<file path="config.mk">
export PLATFORM = sky130hd
export DESIGN_NAME = rr_sel_mux
export DESIGN_NICKNAME = d
export VERILOG_FILES = /design/src/rtl/rr_sel_mux.sv
export SDC_FILE = /design/constraint.sdc
export NUM_CORES = 1
export LEC_CHECK = 0
export ABC_AREA = 1
export ABC_CLOCK_PERIOD_IN_PS = 4400
export BUFFER_PORTS_ARGS = -buffer_cell sky130_fd_sc_hd__buf_4
export CAP_MARGIN = 10
export CORE_MARGIN = 2
export CORE_UTILIZATION = 40
export CTS_BUF_LIST = sky130_fd_sc_hd__clkbuf_8
export DETAILED_ROUTE_END_ITERATION = 10
export PLACE_DENSITY = 0.74
export SLEW_MARGIN = 20
export SYNTH_ARGS = -nofsm -noshare
export SYNTH_HDL_FRONTEND = slang
export SYNTH_SLANG_ARGS = --single-unit
</file>
<file path="constraint.sdc">
create_clock -name clk -period 4.4 [get_ports clk]
set_clock_uncertainty 0.1 [all_clocks]
set_input_delay 0.88 -clock clk [delete_from_list [all_inputs] [get_ports clk]]
set_output_delay 0.88 -clock clk [all_outputs]
set_load 0.05 [all_outputs]
</file>
<file path="src/rtl/rr_sel_mux.sv">
// rr_sel_mux: N-channel fixed/round-robin selector with a registered valid/ready output stage.
module rr_sel_mux #(
    parameter int WIDTH = 8,
    parameter int SELW  = 3
) (
    input  logic                     clk,
    input  logic                     rst_n,
    input  logic [(WIDTH<<SELW)-1:0] in_data,
    input  logic [(1<<SELW)-1:0]     in_valid,
    output logic [(1<<SELW)-1:0]     in_ready,
    input  logic                     mode,
    input  logic [SELW-1:0]          sel,
    output logic [WIDTH-1:0]         out_data,
    output logic [SELW-1:0]          out_ch,
    output logic                     out_valid,
    input  logic                     out_ready
);
    localparam int CH = 1 << SELW;

    logic [WIDTH-1:0] out_data_q, out_data_d;
    logic [SELW-1:0]  out_ch_q, out_ch_d;
    logic             out_valid_q, out_valid_d;
    logic [SELW-1:0]  ptr_q, ptr_d;
    logic             can_load, found, accept;
    logic [SELW-1:0]  grant, cand, idx;

    always_comb begin
        can_load = !out_valid_q || out_ready;
        found    = 1'b0;
        grant    = '0;
        idx      = '0;
        // Rotating priority: first valid channel at or after ptr, wrapping modulo CH.
        for (int i = 0; i < CH; i++) begin
            idx = ptr_q + SELW'(i);
            if (!found && in_valid[idx]) begin
                found = 1'b1;
                grant = idx;
            end
        end
        cand           = mode ? grant : sel;
        in_ready       = '0;
        in_ready[cand] = rst_n && can_load && (found || !mode);
        accept         = in_valid[cand] && in_ready[cand];
        out_data_d     = accept ? in_data[cand*WIDTH +: WIDTH] : out_data_q;
        out_ch_d       = accept ? cand : out_ch_q;
        out_valid_d    = accept || (out_valid_q && !out_ready);
        ptr_d          = (accept && mode) ? grant + SELW'(1) : ptr_q;
    end

    always_ff @(posedge clk or negedge rst_n) begin
        if (!rst_n) begin
            out_data_q  <= '0;
            out_ch_q    <= '0;
            out_valid_q <= 1'b0;
            ptr_q       <= '0;
        end else begin
            out_data_q  <= out_data_d;
            out_ch_q    <= out_ch_d;
            out_valid_q <= out_valid_d;
            ptr_q       <= ptr_d;
        end
    end

    assign out_data  = out_data_q;
    assign out_ch    = out_ch_q;
    assign out_valid = out_valid_q;
endmodule

</file>
# Word level (Yosys, flattened, before mapping)
# Cells that the tools add are included.
[totals]
regBits = 15
inputBits = 79
out_inout_bits = 20
wordCells = 89
[op_classes]
add_sub_neg = 8
order_cmp = 10
n_shift = 1
n_mux = 39
bitwise_logic = 1
n_reduce_logical = 26
[op_table]
columns = ["cell", "count"]
rows = [
  ["64-bit by 7-bit indexed part select with 8-bit output", 1],
  ["3-bit by 4-bit less-than comparator with 1-bit output, second input constant", 9],
  ["1-bit binary-select mux with 3-bit select", 10],
  ["3-bit two-way mux", 9],
  ["1-bit two-way mux", 19],
  ["1-bit logical AND", 13],
  ["3-bit adder, second input constant", 4],
  ["1-bit logical NOT", 10],
  ["8-bit bitwise AND", 1],
  ["3-bit by 1-bit adder with 3-bit output, second input constant", 2],
  ["3-bit by 2-bit adder with 3-bit output, second input constant", 2],
  ["1-bit demux with 3-bit select", 1],
  ["3-bit by 1-bit greater-or-equal comparator with 1-bit output, second input constant", 1],
  ["1-bit logical OR", 3],
]

# Longest topological paths before layout
# Gate-level depths: netlist of run 1.
[logic_depth]
ltp_word = 34
ltp_mapped = 27
ltp_nobuf = 23

# Worst setup path after synthesis of run 1
# Ideal clock, no wire load.
[synth_timing]
path_kind = "register to output"
start = "register ptr_q[0]"
end = "output in_ready[0]"
t_arrival_ns = 3.222
t_required_ns = 3.420
path_slack_ns = 0.198
path_stages_with_launch = 19
n_path_buf = 3
path_cell_list = "dfrtp_1 > buf_6 > inv_2 > buf_6 > ha_1 > inv_1 > nand3_1 > nand2_1 > nand2_1 > nand2_1 > nand3_2 > nor2_4 > nand4_1 > o21ai_0 > nand3_1 > nand2_1 > clkbuf_1 > nand2_1 > nor2_1"
[synth_between]
elab_chain_len = 30
elab_cells_between_ends = 62
cone_classes = "add/sub (7); order compare (2); mux (35); bitwise (1); reduce/logical (17)"
[synth_lines]
columns = ["item", "line_no", "source"]
rows = [
  ["start, declared", "23", "logic [SELW-1:0] ptr_q, ptr_d;"],
  ["start signal, assigned", "60", "ptr_q <= ptr_d;"],
  ["branches (longest 29 deep; another with 3-bit by 1-bit adder with 3-bit output)", "-", ""],
  ["8-bit bitwise AND (no line) (*)", "-", ""],
  ["end, declared", "10", "output logic [(1<<SELW)-1:0] in_ready,"],
]
# Every way passes the cells marked *. The select of a mux whose other input is x is not followed.

# Worst setup path in the final report of run 1
[layout_timing]
start = "register ptr_q[1]"
end = "output in_ready[4]"
# The elaborated chain is that of the path after synthesis.

==> impl_metrics.xml, run 1 <==
<?xml version="1.0" encoding="UTF-8"?>
<metrics>
  <group name="outcome">
    <metric name="result_of_the_run" unit="">finished clean</metric>
  </group>
  <group name="clock_network">
    <metric name="clk-insertion-delay-late" unit="ns">0.25</metric>
    <metric name="cts_hold_buf" unit="">0</metric>
    <metric name="cts.sinks" unit="">15</metric>
    <metric name="cts_max_level" unit="">1</metric>
    <metric name="clk_root_buffer_cell" unit="">sky130_fd_sc_hd__clkbuf_8</metric>
    <metric name="cts_tree" unit="">done</metric>
    <metric name="cts-buffers-inserted" unit="">3</metric>
    <metric name="path_clk_slew" unit="ns">0.07</metric>
    <metric name="clock_path_buffers" unit="">2</metric>
  </group>
  <group name="route">
    <metric name="post-route-drc-count" unit="">0</metric>
    <metric name="avgRoutedWirePerCell" unit="µm">13.3</metric>
    <metric name="antenna_violating_nets_post_route" unit="">0</metric>
    <metric name="drtPass1Iterations" unit="">4</metric>
    <metric name="route.detailed.vias_per_inst" unit="">5.11</metric>
    <metric name="iteration_0_drc_count_of_the_detailed_router" unit="">153</metric>
    <metric name="totalWireLength" unit="µm">7790</metric>
    <metric name="routed-via-count" unit="">2987</metric>
  </group>
  <group name="sta">
    <metric name="setup_slack_after_layout" unit="ns">0.321</metric>
    <metric name="fin_crit_sh" unit="">0.927</metric>
    <metric name="grt_setup_unrepaired" unit="">false</metric>
    <metric name="relSlewSlack" unit="">0.543</metric>
    <metric name="setup_tns" unit="ns">0</metric>
    <metric name="worst_pin_slew" unit="ns">0.686</metric>
    <metric name="fin_worst_hold_slack" unit="ns">0.371</metric>
    <metric name="final_period_minus_worst_setup_slack" unit="ns">4.08</metric>
    <metric name="final-max-slew-violation-count" unit="">0</metric>
    <metric name="final-hold-violation-count" unit="">0</metric>
    <metric name="setup-violations-final" unit="">0</metric>
    <metric name="max_clock_freq" unit="MHz">245</metric>
  </group>
  <group name="critical_path">
    <metric name="max_stage_delay" unit="ns">0.38</metric>
    <metric name="required" unit="ns">3.42</metric>
    <metric name="worstPathArrival" unit="ns">3.10</metric>
    <metric name="biggest_fanout_along_the_worst_timing_path" unit="">7</metric>
    <metric name="setup.worst_path.class" unit="">flip-flop to output pin</metric>
    <metric name="path_cells" unit="">inv_1 -&gt; ha_2 -&gt; inv_2 -&gt; nand3_1 -&gt; nand2_1 -&gt; nor2_1 -&gt; a31oi_1 -&gt; inv_1 -&gt; nand3_1 -&gt; nor2_1 -&gt; nor2_1 -&gt; nand2_1 -&gt; nand2_1 -&gt; nand2_1 -&gt; nand2_1 -&gt; nand2_1 -&gt; nor2_1 -&gt; buf_6</metric>
    <metric name="critical_path.n_buffers_inverters" unit="">4</metric>
    <metric name="critical-path-top-delay-family" unit="">simple AND/OR/NAND/NOR gates</metric>
    <metric name="slowest_stage" unit="">sky130_fd_sc_hd__dfrtp_1</metric>
    <metric name="setup.worst_path.start_class" unit="">flip-flop</metric>
    <metric name="cpMostUsedCell" unit="">sky130_fd_sc_hd__nand2_1</metric>
    <metric name="setup.reg_to_reg.worst_slack" unit="ns">0.64</metric>
    <metric name="setup.worst_path.end_class" unit="">output pin</metric>
  </group>
  <group name="grt">
    <metric name="grt_pass1_wl" unit="µm">12800</metric>
    <metric name="antenna_found_initial" unit="">0</metric>
    <metric name="grt_pass1_vias" unit="">2905</metric>
    <metric name="grt_start_max_net_pins" unit="">39</metric>
    <metric name="overflow" unit="">0</metric>
    <metric name="globalRouteTotalUtil" unit="">0.245</metric>
  </group>
  <group name="floorplanning">
    <metric name="die_y" unit="µm">80.5</metric>
    <metric name="initial_utilization" unit="">0.420</metric>
    <metric name="fp.dieW" unit="µm">80.5</metric>
    <metric name="die_area" unit="µm²">6490</metric>
    <metric name="floorplan.core_area" unit="µm²">5570</metric>
    <metric name="placementRows" unit="">27</metric>
    <metric name="boundaryPins" unit="">99</metric>
  </group>
  <group name="power">
    <metric name="max-vdd-ir-drop" unit="mV">0.397</metric>
    <metric name="power_leakage" unit="µW">0.00184</metric>
    <metric name="power_switching_share" unit="">0.625</metric>
    <metric name="power_switching" unit="µW">1530</metric>
    <metric name="pwr-share-clk" unit="">0.045</metric>
    <metric name="post-layout-total-power" unit="µW">2450</metric>
    <metric name="comb_power_share" unit="">0.855</metric>
    <metric name="p_int" unit="µW">920</metric>
    <metric name="pwr-share-seq" unit="">0.100</metric>
    <metric name="powerDensity" unit="nW/µm²">782</metric>
  </group>
  <group name="place">
    <metric name="globalplace.congestion" unit="">0.902</metric>
    <metric name="place_hpwl" unit="µm">6270</metric>
    <metric name="dpl-instance-area" unit="µm²">3060</metric>
    <metric name="buffer_ports.inserted" unit="">98</metric>
    <metric name="dp_worst_setup_slack" unit="ns">0.308</metric>
  </group>
  <group name="yosys">
    <metric name="syn_inst" unit="">427</metric>
    <metric name="avgSynthCellArea" unit="µm²">5.49</metric>
    <metric name="seq_area_frac_synth" unit="">0.160</metric>
    <metric name="number_of_nets_produced_by_synthesis" unit="">509</metric>
    <metric name="syn-cell-area" unit="µm²">2340</metric>
    <metric name="post_synth_num_cell_types" unit="">32</metric>
    <metric name="yosys_warnings" unit="">0</metric>
    <metric name="synth_seq_cells" unit="">15</metric>
  </group>
  <group name="run">
    <metric name="max_cap_viol_count" unit="">0</metric>
  </group>
  <group name="cells_and_area">
    <metric name="num-fill-cells" unit="">596</metric>
    <metric name="post-route-cell-area" unit="µm²">3140</metric>
    <metric name="antenna_cells_inserted" unit="">0</metric>
    <metric name="drive_above_1_share" unit="">0.294</metric>
    <metric name="num-nets-final" unit="">596</metric>
    <metric name="syn_to_final_growth" unit="%">33.8</metric>
  </group>
  <group name="worst_hold_path">
    <metric name="hold_path.class" unit="">input pin to asynchronous set/reset pin</metric>
  </group>
</metrics>
[timing repair]
action                                  CTS  global route
hold endpoints to repair                  0             0
buffers inserted                          0             1
gates resized for setup                   0             7
endpoints found under the setup margin    0            12
[per-stage QoR]
step                      std cells   util
after global placement          580  0.550
after global routing            585  0.563
after detailed placement        580  0.550
after floorplan                 427      -
final                           585  0.563
after CTS                       584  0.558
[state kept, by name, indices dropped and copies added (netlist names)]
signal,count
out_valid,1
out_ch,3
ptr_q,3
out_data,8
[metal layers]
metal	vias to the layer above	wire (µm)	GRT usage
li1	1546	-	-
met1	1333	3120	0.291
met5	-	0	0
met3	8	485	0.0404
met2	100	4130	0.468
met4	0	56	0.0356
[layout make-up]
type	count	area [µm²]	share of cell area
multi-input cells	360	1710	0.546
flip-flops and latches	15	377	0.120
inverters	27	104	0.0331
clock inverters	1	3.75	0.00120
well taps	72	90.1	0.0287
repair buffers	107	807	0.257
clock buffers	3	41.3	0.0132
[kinds of logic (layout without fill, tap and decap cells)]
| logic type | after synthesis | after routing | synth area share |
|---|---|---|---|
| AND/OR/NAND/NOR | 321 | 321 | 0.615 |
| adder cells (fa/ha/maj) | 3 | 3 | 0.0160 |
| AO/OA/AOI/OAI | 31 | 31 | 0.0737 |
| flip-flops | 15 | 15 | 0.160 |
| XOR/XNOR | 5 | 5 | 0.0219 |
| buffers and inverters | 52 | 138 | 0.114 |
[synthesized netlist by cell type]
library cell	number	area share
sky130_fd_sc_hd__a21oi_1	9	0.019
sky130_fd_sc_hd__a31o_2	1	0.0037
sky130_fd_sc_hd__a31oi_1	1	0.0027
sky130_fd_sc_hd__buf_12	1	0.0085
sky130_fd_sc_hd__buf_2	11	0.023
sky130_fd_sc_hd__buf_4	3	0.0096
sky130_fd_sc_hd__buf_6	4	0.019
sky130_fd_sc_hd__clkbuf_1	6	0.0096
sky130_fd_sc_hd__clkinv_1	1	0.0016
sky130_fd_sc_hd__dfrtp_1	15	0.16
sky130_fd_sc_hd__ha_1	3	0.016
sky130_fd_sc_hd__inv_1	22	0.035
sky130_fd_sc_hd__inv_2	4	0.0064
sky130_fd_sc_hd__nand2_1	190	0.30
sky130_fd_sc_hd__nand2_2	16	0.043
sky130_fd_sc_hd__nand2_4	2	0.0096
sky130_fd_sc_hd__nand3_1	75	0.16
sky130_fd_sc_hd__nand3_2	7	0.030
sky130_fd_sc_hd__nand4_1	9	0.024
sky130_fd_sc_hd__nor2_1	16	0.026
sky130_fd_sc_hd__nor2_2	2	0.0053
sky130_fd_sc_hd__nor2_4	1	0.0048
sky130_fd_sc_hd__o211ai_1	1	0.0032
sky130_fd_sc_hd__o21ai_0	15	0.032
sky130_fd_sc_hd__o21ai_1	1	0.0021
sky130_fd_sc_hd__o21ai_2	1	0.0037
sky130_fd_sc_hd__o21bai_1	1	0.0032
sky130_fd_sc_hd__o221ai_1	1	0.0037
sky130_fd_sc_hd__or2_2	3	0.0080
sky130_fd_sc_hd__xnor2_1	2	0.0075
sky130_fd_sc_hd__xor2_1	2	0.0075
sky130_fd_sc_hd__xor2_2	1	0.0069
[path summary, 6_finish.rpt]
kind                       cells past startpoint          end        start
setup / recovery                              18  in_ready[4]     ptr_q[1]
hold / removal                                 1    out_valid        rst_n
setup reg to reg                              23    out_ch[2]     ptr_q[1]
hold reg to reg                                2  out_data[7]  out_data[7]
max in group asynchronous                      1     ptr_q[0]        rst_n
min in group clk                               2  out_data[7]  out_data[7]
[worst register-to-register path, stage by stage (launching register included)]
cell	delay, ns
sky130_fd_sc_hd__dfrtp_1	0.38
sky130_fd_sc_hd__inv_1	0.17
sky130_fd_sc_hd__ha_2	0.37
sky130_fd_sc_hd__inv_2	0.13
sky130_fd_sc_hd__nand3_1	0.11
sky130_fd_sc_hd__nand2_1	0.09
sky130_fd_sc_hd__nor2_1	0.07
sky130_fd_sc_hd__a31oi_1	0.26
sky130_fd_sc_hd__inv_1	0.14
sky130_fd_sc_hd__nand3_1	0.13
sky130_fd_sc_hd__nand3_1	0.10
sky130_fd_sc_hd__nand2_1	0.12
sky130_fd_sc_hd__nand3_2	0.12
sky130_fd_sc_hd__nand2_2	0.09
sky130_fd_sc_hd__buf_4	0.36
sky130_fd_sc_hd__nand2_1	0.10
sky130_fd_sc_hd__nand2_1	0.08
sky130_fd_sc_hd__nand2_1	0.05
sky130_fd_sc_hd__nand2_1	0.08
sky130_fd_sc_hd__nand2_2	0.06
sky130_fd_sc_hd__nand2_4	0.15
sky130_fd_sc_hd__nand2_4	0.17
sky130_fd_sc_hd__nand2_1	0.10
sky130_fd_sc_hd__o21ai_0	0.09
[layout by cell type (no fill, tap or decap), types with 2 or more instances in the layout]
cell type and n:
sky130_fd_sc_hd__nor2_1 16, sky130_fd_sc_hd__nand4_1 9, sky130_fd_sc_hd__or2_2 3, sky130_fd_sc_hd__clkbuf_8 3, sky130_fd_sc_hd__o21ai_0 15, sky130_fd_sc_hd__nand2_4 2
sky130_fd_sc_hd__nor2_4 3, sky130_fd_sc_hd__nand2_1 190, sky130_fd_sc_hd__xnor2_1 2, sky130_fd_sc_hd__inv_2 4, sky130_fd_sc_hd__xor2_1 2, sky130_fd_sc_hd__dfrtp_1 14
sky130_fd_sc_hd__inv_1 22, sky130_fd_sc_hd__buf_4 106, sky130_fd_sc_hd__nand3_1 75, sky130_fd_sc_hd__ha_1 2, sky130_fd_sc_hd__nand3_2 7, sky130_fd_sc_hd__a21oi_1 9
sky130_fd_sc_hd__nand2_2 16
[power by group through the flow]
stage | combinational (µW) | clock, µW | sequential [µW]
6_report | 2100 | 110 | 246
5_1_grt | 2330 | 119 | 253
4_1_cts | 2040 | 110 | 250
3_5_place_dp | 2030 | 0 | 252
3_3_place_gp | 2020 | 0 | 250
2_1_floorplan | 1480 | 0 | 376
No activity file was read; power rests on OpenSTA's default activity.
==> inputs of run 2 (changes only) <==
--- a/config.mk
+++ b/config.mk
@@ -10,10 +10,10 @@
 export BUFFER_PORTS_ARGS = -buffer_cell sky130_fd_sc_hd__buf_4
 export CAP_MARGIN = 10
 export CORE_MARGIN = 2
-export CORE_UTILIZATION = 40
+export CORE_UTILIZATION = 50
 export CTS_BUF_LIST = sky130_fd_sc_hd__clkbuf_8
 export DETAILED_ROUTE_END_ITERATION = 10
-export PLACE_DENSITY = 0.74
+export PLACE_DENSITY = 0.88
 export SLEW_MARGIN = 20
 export SYNTH_ARGS = -nofsm -noshare
 export SYNTH_HDL_FRONTEND = slang
==> impl_metrics.xml, run 2 (synthesis gave the netlist of run 1 again) <==
<?xml version="1.0" encoding="UTF-8"?>
<metrics>
  <group name="critical_path">
    <metric name="max_stage_delay" unit="ns">0.43</metric>
    <metric name="biggest_fanout_along_the_worst_timing_path" unit="">10</metric>
    <metric name="required" unit="ns">3.42</metric>
    <metric name="slowest_stage" unit="">sky130_fd_sc_hd__dfrtp_2</metric>
    <metric name="setup.worst_path.end_class" unit="">output pin</metric>
    <metric name="setup.worst_path.class" unit="">flip-flop to output pin</metric>
    <metric name="critical_path.n_buffers_inverters" unit="">3</metric>
    <metric name="worst_r2r_startpoint" unit="">ptr_q[0]</metric>
    <metric name="worstPathArrival" unit="ns">3.04</metric>
    <metric name="setup.worst_path.start_class" unit="">flip-flop</metric>
    <metric name="critical-path-top-delay-family" unit="">simple AND/OR/NAND/NOR gates</metric>
    <metric name="path_cells" unit="">buf_4 -&gt; ha_1 -&gt; xor2_1 -&gt; nor2_1 -&gt; a31oi_2 -&gt; inv_1 -&gt; nor2_2 -&gt; nand4_1 -&gt; nand3_2 -&gt; nand3_1 -&gt; nor2_1 -&gt; buf_4</metric>
    <metric name="worstSetupStartpoint" unit="">ptr_q[0]</metric>
  </group>
  <group name="route">
    <metric name="iteration_0_drc_count_of_the_detailed_router" unit="">223</metric>
    <metric name="routed-via-count" unit="">3084</metric>
    <metric name="post-route-drc-count" unit="">0</metric>
    <metric name="totalWireLength" unit="µm">7880</metric>
    <metric name="antenna_violating_nets_post_route" unit="">0</metric>
    <metric name="avgRoutedWirePerCell" unit="µm">13.9</metric>
    <metric name="route.detailed.vias_per_inst" unit="">5.43</metric>
    <metric name="drtPass1Iterations" unit="">5</metric>
  </group>
  <group name="clock_network">
    <metric name="clock_path_buffers" unit="">2</metric>
    <metric name="cts-buffers-inserted" unit="">3</metric>
    <metric name="cts.sinks" unit="">15</metric>
    <metric name="clk_root_buffer_cell" unit="">sky130_fd_sc_hd__clkbuf_8</metric>
    <metric name="cts_tree" unit="">done</metric>
    <metric name="path_clk_slew" unit="ns">0.07</metric>
    <metric name="clk-insertion-delay-late" unit="ns">0.26</metric>
    <metric name="cts_max_level" unit="">1</metric>
    <metric name="cts_hold_buf" unit="">0</metric>
  </group>
  <group name="floorplanning">
    <metric name="boundaryPins" unit="">99</metric>
    <metric name="die_y" unit="µm">72.5</metric>
    <metric name="die_area" unit="µm²">5250</metric>
    <metric name="floorplan.core_area" unit="µm²">4440</metric>
    <metric name="fp.dieW" unit="µm">72.5</metric>
    <metric name="placementRows" unit="">24</metric>
    <metric name="initial_utilization" unit="">0.527</metric>
  </group>
  <group name="sta">
    <metric name="final_period_minus_worst_setup_slack" unit="ns">4.02</metric>
    <metric name="fin_crit_sh" unit="">0.915</metric>
    <metric name="grt_setup_unrepaired" unit="">false</metric>
    <metric name="worst_pin_slew" unit="ns">0.440</metric>
    <metric name="setup-violations-final" unit="">0</metric>
    <metric name="relSlewSlack" unit="">0.707</metric>
    <metric name="setup_tns" unit="ns">0</metric>
    <metric name="max_clock_freq" unit="MHz">248</metric>
    <metric name="final-hold-violation-count" unit="">0</metric>
    <metric name="final-max-slew-violation-count" unit="">0</metric>
  </group>
  <group name="power">
    <metric name="pwr-share-seq" unit="">0.100</metric>
    <metric name="post-layout-total-power" unit="µW">2480</metric>
    <metric name="p_int" unit="µW">931</metric>
    <metric name="powerDensity" unit="nW/µm²">795</metric>
    <metric name="power_switching" unit="µW">1550</metric>
    <metric name="max-vdd-ir-drop" unit="mV">0.343</metric>
    <metric name="power_switching_share" unit="">0.625</metric>
    <metric name="pwr-share-clk" unit="">0.048</metric>
    <metric name="power_leakage" unit="µW">0.00185</metric>
    <metric name="comb_power_share" unit="">0.852</metric>
  </group>
  <group name="grt">
    <metric name="grt_pass1_wl" unit="µm">13100</metric>
    <metric name="grt_pass1_vias" unit="">2915</metric>
    <metric name="overflow" unit="">0</metric>
    <metric name="antenna_found_initial" unit="">0</metric>
    <metric name="globalRouteTotalUtil" unit="">0.311</metric>
    <metric name="grt_start_max_net_pins" unit="">38</metric>
  </group>
  <group name="cells_and_area">
    <metric name="antenna_cells_inserted" unit="">0</metric>
    <metric name="drive_above_1_share" unit="">0.304</metric>
    <metric name="number_of_flip_flops_in_the_largest_register" unit="">8</metric>
    <metric name="post-route-cell-area" unit="µm²">3130</metric>
    <metric name="mostFrequentLayoutCells" unit="">sky130_fd_sc_hd__nand2_1, sky130_fd_sc_hd__buf_4, sky130_fd_sc_hd__nand3_1</metric>
    <metric name="num-nets-final" unit="">599</metric>
    <metric name="syn_to_final_growth" unit="%">33.4</metric>
    <metric name="layout_commonest_cell" unit="">sky130_fd_sc_hd__nand2_1</metric>
  </group>
  <group name="worst_hold_path">
    <metric name="hold_path.class" unit="">input pin to asynchronous set/reset pin</metric>
  </group>
  <group name="outcome">
    <metric name="result_of_the_run" unit="">finished clean</metric>
  </group>
  <group name="place">
    <metric name="globalplace.congestion" unit="">0.910</metric>
    <metric name="dpl-instance-area" unit="µm²">3050</metric>
    <metric name="place_hpwl" unit="µm">6270</metric>
    <metric name="buffer_ports.inserted" unit="">98</metric>
  </group>
  <group name="run">
    <metric name="max_cap_viol_count" unit="">0</metric>
  </group>
</metrics>
## run 2: worst register-to-register path, stage by stage (launching register included)
cell and delay, ns:
sky130_fd_sc_hd__dfrtp_2 0.43, sky130_fd_sc_hd__buf_4 0.17, sky130_fd_sc_hd__ha_1 0.23, sky130_fd_sc_hd__xor2_1 0.29, sky130_fd_sc_hd__nor2_1 0.16, sky130_fd_sc_hd__a31oi_2 0.24
sky130_fd_sc_hd__inv_1 0.11, sky130_fd_sc_hd__nand3_1 0.11, sky130_fd_sc_hd__nand3_1 0.07, sky130_fd_sc_hd__nand2_1 0.12, sky130_fd_sc_hd__nand3_2 0.21, sky130_fd_sc_hd__nand2_2 0.13
sky130_fd_sc_hd__buf_4 0.34, sky130_fd_sc_hd__nand2_1 0.10, sky130_fd_sc_hd__nand2_1 0.07, sky130_fd_sc_hd__nand2_1 0.05, sky130_fd_sc_hd__nand2_1 0.07, sky130_fd_sc_hd__nand2_2 0.06
sky130_fd_sc_hd__nand2_4 0.15, sky130_fd_sc_hd__nand2_4 0.17, sky130_fd_sc_hd__nand2_1 0.09, sky130_fd_sc_hd__o21ai_0 0.07
## run 2: through the flow
stage / utilization / setup WS [ns] / cells / hold WS (ns)
CTS: 0.698 / 0.0382 / 566 / 0.371
detailed placement: 0.687 / 0.332 / 562 / 0.380
global route: 0.703 / 0.0193 / 568 / 0.376
global placement: 0.687 / 0.365 / 562 / 0.372
finish: 0.703 / 0.375 / 568 / 0.374
floorplan: - / 0.198 / 427 / 0.484
## run 2: area by class of cell
type | instances | area [µm²]
Sequential cell | 15 | 377
Tap cell | 52 | 65.1
Inverter | 27 | 101
Timing Repair Buffer | 110 | 826
Fill cell | 379 | 1320
Clock buffer | 3 | 41.3
Multi-Input combinational cell | 360 | 1710
Clock inverter | 1 | 5.00
## run 2: repair_timing
item                       4_1_cts  5_1_grt
setup endpoints to repair        0       22
gates resized for setup          0        5
buffers inserted                 0        2
## run 2: routing by layer
| metal | GRT usage | routed length, µm |
|---|---|---|
| met5 | 0 | 0 |
| met4 | 0.160 | 258 |
| met3 | 0.0347 | 513 |
| met2 | 0.533 | 4000 |
| met1 | 0.384 | 3100 |
## run 2: power groups by stage
stage	registers, µW	clock network, µW	logic [µW]
final	249	119	2120
after global routing	254	127	2350
after CTS	252	121	2060
after detailed placement	253	0	2050
after global placement	250	0	2040
after floorplan	376	0	1480
## run 2: final timing paths
| path | end | slack, ns | depth (start not counted) |
|---|---|---|---|
| setup / recovery | in_ready[7] | 0.38 | 12 |
| hold / removal | out_data[5] | 0.37 | 1 |
| setup reg to reg | out_ch[0] | 0.72 | 21 |
| hold reg to reg | out_data[1] | 0.39 | 2 |
| max in group asynchronous | ptr_q[0] | 3.62 | 1 |
| min in group clk | out_data[1] | 0.39 | 2 |
==> inputs of run 3 (changes only) <==
--- a/config.mk
+++ b/config.mk
@@ -5,12 +5,11 @@
 export SDC_FILE = /design/constraint.sdc
 export NUM_CORES = 1
 export LEC_CHECK = 0
-export ABC_AREA = 1
 export ABC_CLOCK_PERIOD_IN_PS = 4400
 export BUFFER_PORTS_ARGS = -buffer_cell sky130_fd_sc_hd__buf_4
 export CAP_MARGIN = 10
 export CORE_MARGIN = 2
-export CORE_UTILIZATION = 50
+export CORE_UTILIZATION = 51
 export CTS_BUF_LIST = sky130_fd_sc_hd__clkbuf_8
 export DETAILED_ROUTE_END_ITERATION = 10
 export PLACE_DENSITY = 0.88
==> impl_metrics.xml, run 3 <==
<?xml version="1.0" encoding="UTF-8"?>
<metrics>
  <group name="cells_and_area">
    <metric name="layout_commonest_cell" unit="">sky130_fd_sc_hd__buf_4</metric>
    <metric name="antenna_cells_inserted" unit="">0</metric>
    <metric name="num-nets-final" unit="">474</metric>
    <metric name="multi_input_area" unit="µm²">2140</metric>
    <metric name="number_of_flip_flops_in_the_largest_register" unit="">8</metric>
    <metric name="syn_to_final_growth" unit="%">46.3</metric>
    <metric name="mostFrequentLayoutCells" unit="">sky130_fd_sc_hd__buf_4, sky130_fd_sc_hd__nand3_1, sky130_fd_sc_hd__o21ai_0</metric>
    <metric name="drive_above_1_share" unit="">0.547</metric>
    <metric name="num-fill-cells" unit="">305</metric>
    <metric name="layout.area.seq" unit="µm²">377</metric>
    <metric name="finalNonFillerCells" unit="">458</metric>
  </group>
  <group name="yosys">
    <metric name="synth_commonest_cells" unit="">sky130_fd_sc_hd__nand3_1, sky130_fd_sc_hd__o21ai_0, sky130_fd_sc_hd__a21oi_1</metric>
    <metric name="post-synth-top-count-cell" unit="">sky130_fd_sc_hd__nand3_1</metric>
    <metric name="avgSynthCellArea" unit="µm²">9.08</metric>
    <metric name="seq_area_frac_synth" unit="">0.147</metric>
    <metric name="number_of_nets_produced_by_synthesis" unit="">363</metric>
    <metric name="syn-cell-area" unit="µm²">2550</metric>
    <metric name="synth_enable_flop_cells" unit="">0</metric>
    <metric name="syn_inst" unit="">281</metric>
    <metric name="post_synth_num_cell_types" unit="">60</metric>
    <metric name="synth.largest_area_cell" unit="">sky130_fd_sc_hd__dfrtp_1</metric>
    <metric name="synth_seq_cells" unit="">15</metric>
    <metric name="synthFlopType" unit="">sky130_fd_sc_hd__dfrtp_1</metric>
    <metric name="synth-async-reset-ratio" unit="">1.00</metric>
    <metric name="portion_of_synthesized_cell_area_occupied_by_the_leading_cell_type" unit="">0.147</metric>
    <metric name="yosys_warnings" unit="">0</metric>
    <metric name="synth_area_leaders" unit="">sky130_fd_sc_hd__dfrtp_1, sky130_fd_sc_hd__mux4_2, sky130_fd_sc_hd__mux2_4</metric>
  </group>
  <group name="route">
    <metric name="totalWireLength" unit="µm">9370</metric>
    <metric name="avgRoutedWirePerCell" unit="µm">20.5</metric>
    <metric name="drtPass1Iterations" unit="">5</metric>
    <metric name="routed-via-count" unit="">3026</metric>
    <metric name="route.detailed.vias_per_inst" unit="">6.61</metric>
    <metric name="iteration_0_drc_count_of_the_detailed_router" unit="">371</metric>
    <metric name="post-route-drc-count" unit="">0</metric>
    <metric name="antenna_violating_nets_post_route" unit="">0</metric>
  </group>
  <group name="power">
    <metric name="max-vdd-ir-drop" unit="mV">0.435</metric>
    <metric name="power_leakage" unit="µW">0.00163</metric>
    <metric name="powerDensity" unit="nW/µm²">989</metric>
  </group>
  <group name="critical_path">
    <metric name="path_cells" unit="">inv_4 -&gt; ha_4 -&gt; mux2_4 -&gt; mux4_2 -&gt; o32ai_4 -&gt; o221ai_2 -&gt; and3_1 -&gt; o21ai_2 -&gt; mux2i_4 -&gt; nand2b_4 -&gt; nor3_4 -&gt; buf_6</metric>
    <metric name="max_stage_delay" unit="ns">0.52</metric>
    <metric name="required" unit="ns">3.42</metric>
    <metric name="worstPathArrival" unit="ns">3.56</metric>
    <metric name="biggest_fanout_along_the_worst_timing_path" unit="">8</metric>
    <metric name="setup.worst_path.start_class" unit="">flip-flop</metric>
    <metric name="setup.reg_to_reg.worst_slack" unit="ns">0.18</metric>
    <metric name="setup.worst_path.end_class" unit="">output pin</metric>
    <metric name="slowest_stage" unit="">sky130_fd_sc_hd__mux4_2</metric>
    <metric name="setup.worst_path.class" unit="">flip-flop to output pin</metric>
  </group>
  <group name="grt">
    <metric name="antenna_found_initial" unit="">0</metric>
    <metric name="globalRouteTotalUtil" unit="">0.315</metric>
    <metric name="overflow" unit="">0</metric>
    <metric name="grt_pass1_wl" unit="µm">13700</metric>
    <metric name="grt_pass1_vias" unit="">2914</metric>
    <metric name="grt_start_max_net_pins" unit="">23</metric>
  </group>
  <group name="outcome">
    <metric name="result_of_the_run" unit="">finished with violations</metric>
    <metric name="violations" unit="">negative setup slack</metric>
  </group>
  <group name="place">
    <metric name="post-place-cells" unit="">445</metric>
    <metric name="place_hpwl" unit="µm">6800</metric>
    <metric name="buffer_ports.inserted" unit="">98</metric>
    <metric name="globalplace.congestion" unit="">0.972</metric>
  </group>
  <group name="clock_network">
    <metric name="path_clk_slew" unit="ns">0.07</metric>
    <metric name="cts.sinks" unit="">15</metric>
    <metric name="cts_tree" unit="">done</metric>
    <metric name="clock_path_buffers" unit="">2</metric>
    <metric name="cts_max_level" unit="">1</metric>
    <metric name="cts-buffers-inserted" unit="">3</metric>
    <metric name="clk-insertion-delay-late" unit="ns">0.26</metric>
    <metric name="clk_root_buffer_cell" unit="">sky130_fd_sc_hd__clkbuf_8</metric>
  </group>
  <group name="floorplanning">
    <metric name="initial_utilization" unit="">0.533</metric>
    <metric name="die_area" unit="µm²">5580</metric>
    <metric name="floorplan.core_area" unit="µm²">4790</metric>
    <metric name="placementRows" unit="">25</metric>
    <metric name="die_y" unit="µm">74.7</metric>
    <metric name="boundaryPins" unit="">99</metric>
    <metric name="fp.dieW" unit="µm">74.7</metric>
  </group>
  <group name="sta">
    <metric name="fin_crit_sh" unit="">1.03</metric>
    <metric name="max_clock_freq" unit="MHz">220</metric>
    <metric name="final-hold-violation-count" unit="">0</metric>
    <metric name="relSlewSlack" unit="">0.692</metric>
    <metric name="setup_slack_after_layout" unit="ns">-0.143</metric>
    <metric name="setup-violations-final" unit="">7</metric>
    <metric name="worst_pin_slew" unit="ns">0.450</metric>
    <metric name="final-max-slew-violation-count" unit="">0</metric>
    <metric name="final_period_minus_worst_setup_slack" unit="ns">4.54</metric>
    <metric name="setup_tns" unit="ns">-0.394</metric>
    <metric name="grt_setup_unrepaired" unit="">true</metric>
  </group>
  <group name="run">
    <metric name="max_cap_viol_count" unit="">0</metric>
  </group>
  <group name="worst_hold_path">
    <metric name="hold_path.class" unit="">input pin to asynchronous set/reset pin</metric>
  </group>
</metrics>
## run 3: kinds of logic (layout without fill, tap and decap cells)
family	count (synthesis)	count (layout)	share of synthesized area
AOI/OAI and AO/OA	98	98	0.290
and+or+nand+nor	72	72	0.151
muxes	54	54	0.302
buffers and inverters	35	145	0.0814
DFF	15	15	0.147
xor gates and xnor gates	4	4	0.0137
adders and majority gates	3	3	0.0147
## run 3: cell type report
cell class              instances  area share
clock buffers                   3      0.0111
clock inverters                 1     0.00134
flip-flops and latches         15       0.101
inverters                       9     0.00972
repair buffers                132       0.282
well taps                      67      0.0225
multi-input cells             231       0.573
## run 3: where the power goes
part	internal [µW]	switching (µW)	leakage, µW
clock network	63.0	56.1	0.0000255
registers	211	70.7	0.000179
logic	1480	1810	0.00143
total	1750	1940	0.00163
## run 3: metrics by stage
| stage | worst slack, ns | instance area (µm²) | utilization | total power, µW | hold slack, ns |
|---|---|---|---|---|---|
| 5_1_grt | -0.202 | 3730 | 0.780 | 3880 | 0.379 |
| 3_3_place_gp | 0.0815 | 3520 | 0.736 | 3140 | 0.404 |
| 2_1_floorplan | -0.166 | 2700 | - | 2580 | 0.484 |
| 6_report | -0.143 | 3730 | 0.780 | 3690 | 0.369 |
| 4_1_cts | 0.0273 | 3610 | 0.754 | 3410 | 0.377 |
| 3_5_place_dp | 0.00991 | 3520 | 0.736 | 3220 | 0.404 |
## run 3: layer usage
layer / vias up / wire length, µm / track usage
li1: 1328 / - / -
met2: 213 / 4670 / 0.556
met3: 47 / 813 / 0.0576
met4: 0 / 440 / 0.129
met5: - / 0 / 0
met1: 1438 / 3450 / 0.380
## run 3: worst paths after layout
path / start / to / cells past startpoint
min in group clk: out_data[3] / out_data[3] / 1
max in group asynchronous: rst_n / ptr_q[0] / 1
setup reg to reg: ptr_q[0] / out_data[6] / 15
hold reg to reg: out_data[3] / out_data[3] / 1
hold / removal: rst_n / ptr_q[1] / 1
setup / recovery: ptr_q[0] / in_ready[2] / 12
## run 3: what timing repair did
action	4_1_cts	5_1_grt
endpoints found under the setup margin	8	8
buffers inserted	3	6
hold buffers	0	0
cloned	0	0
pin swaps	3	11
resized for setup	4	17
## run 3: critical path, delay by kind of cell (launching register included)
kind                       cells  cell delay (ns)
muxes                          3             0.97
AOI/OAI and AO/OA              3             0.74
adders and majority gates      1             0.33
buffers and inverters          2             0.23
DFF                            1             0.39
and+or+nand+nor                3             0.63
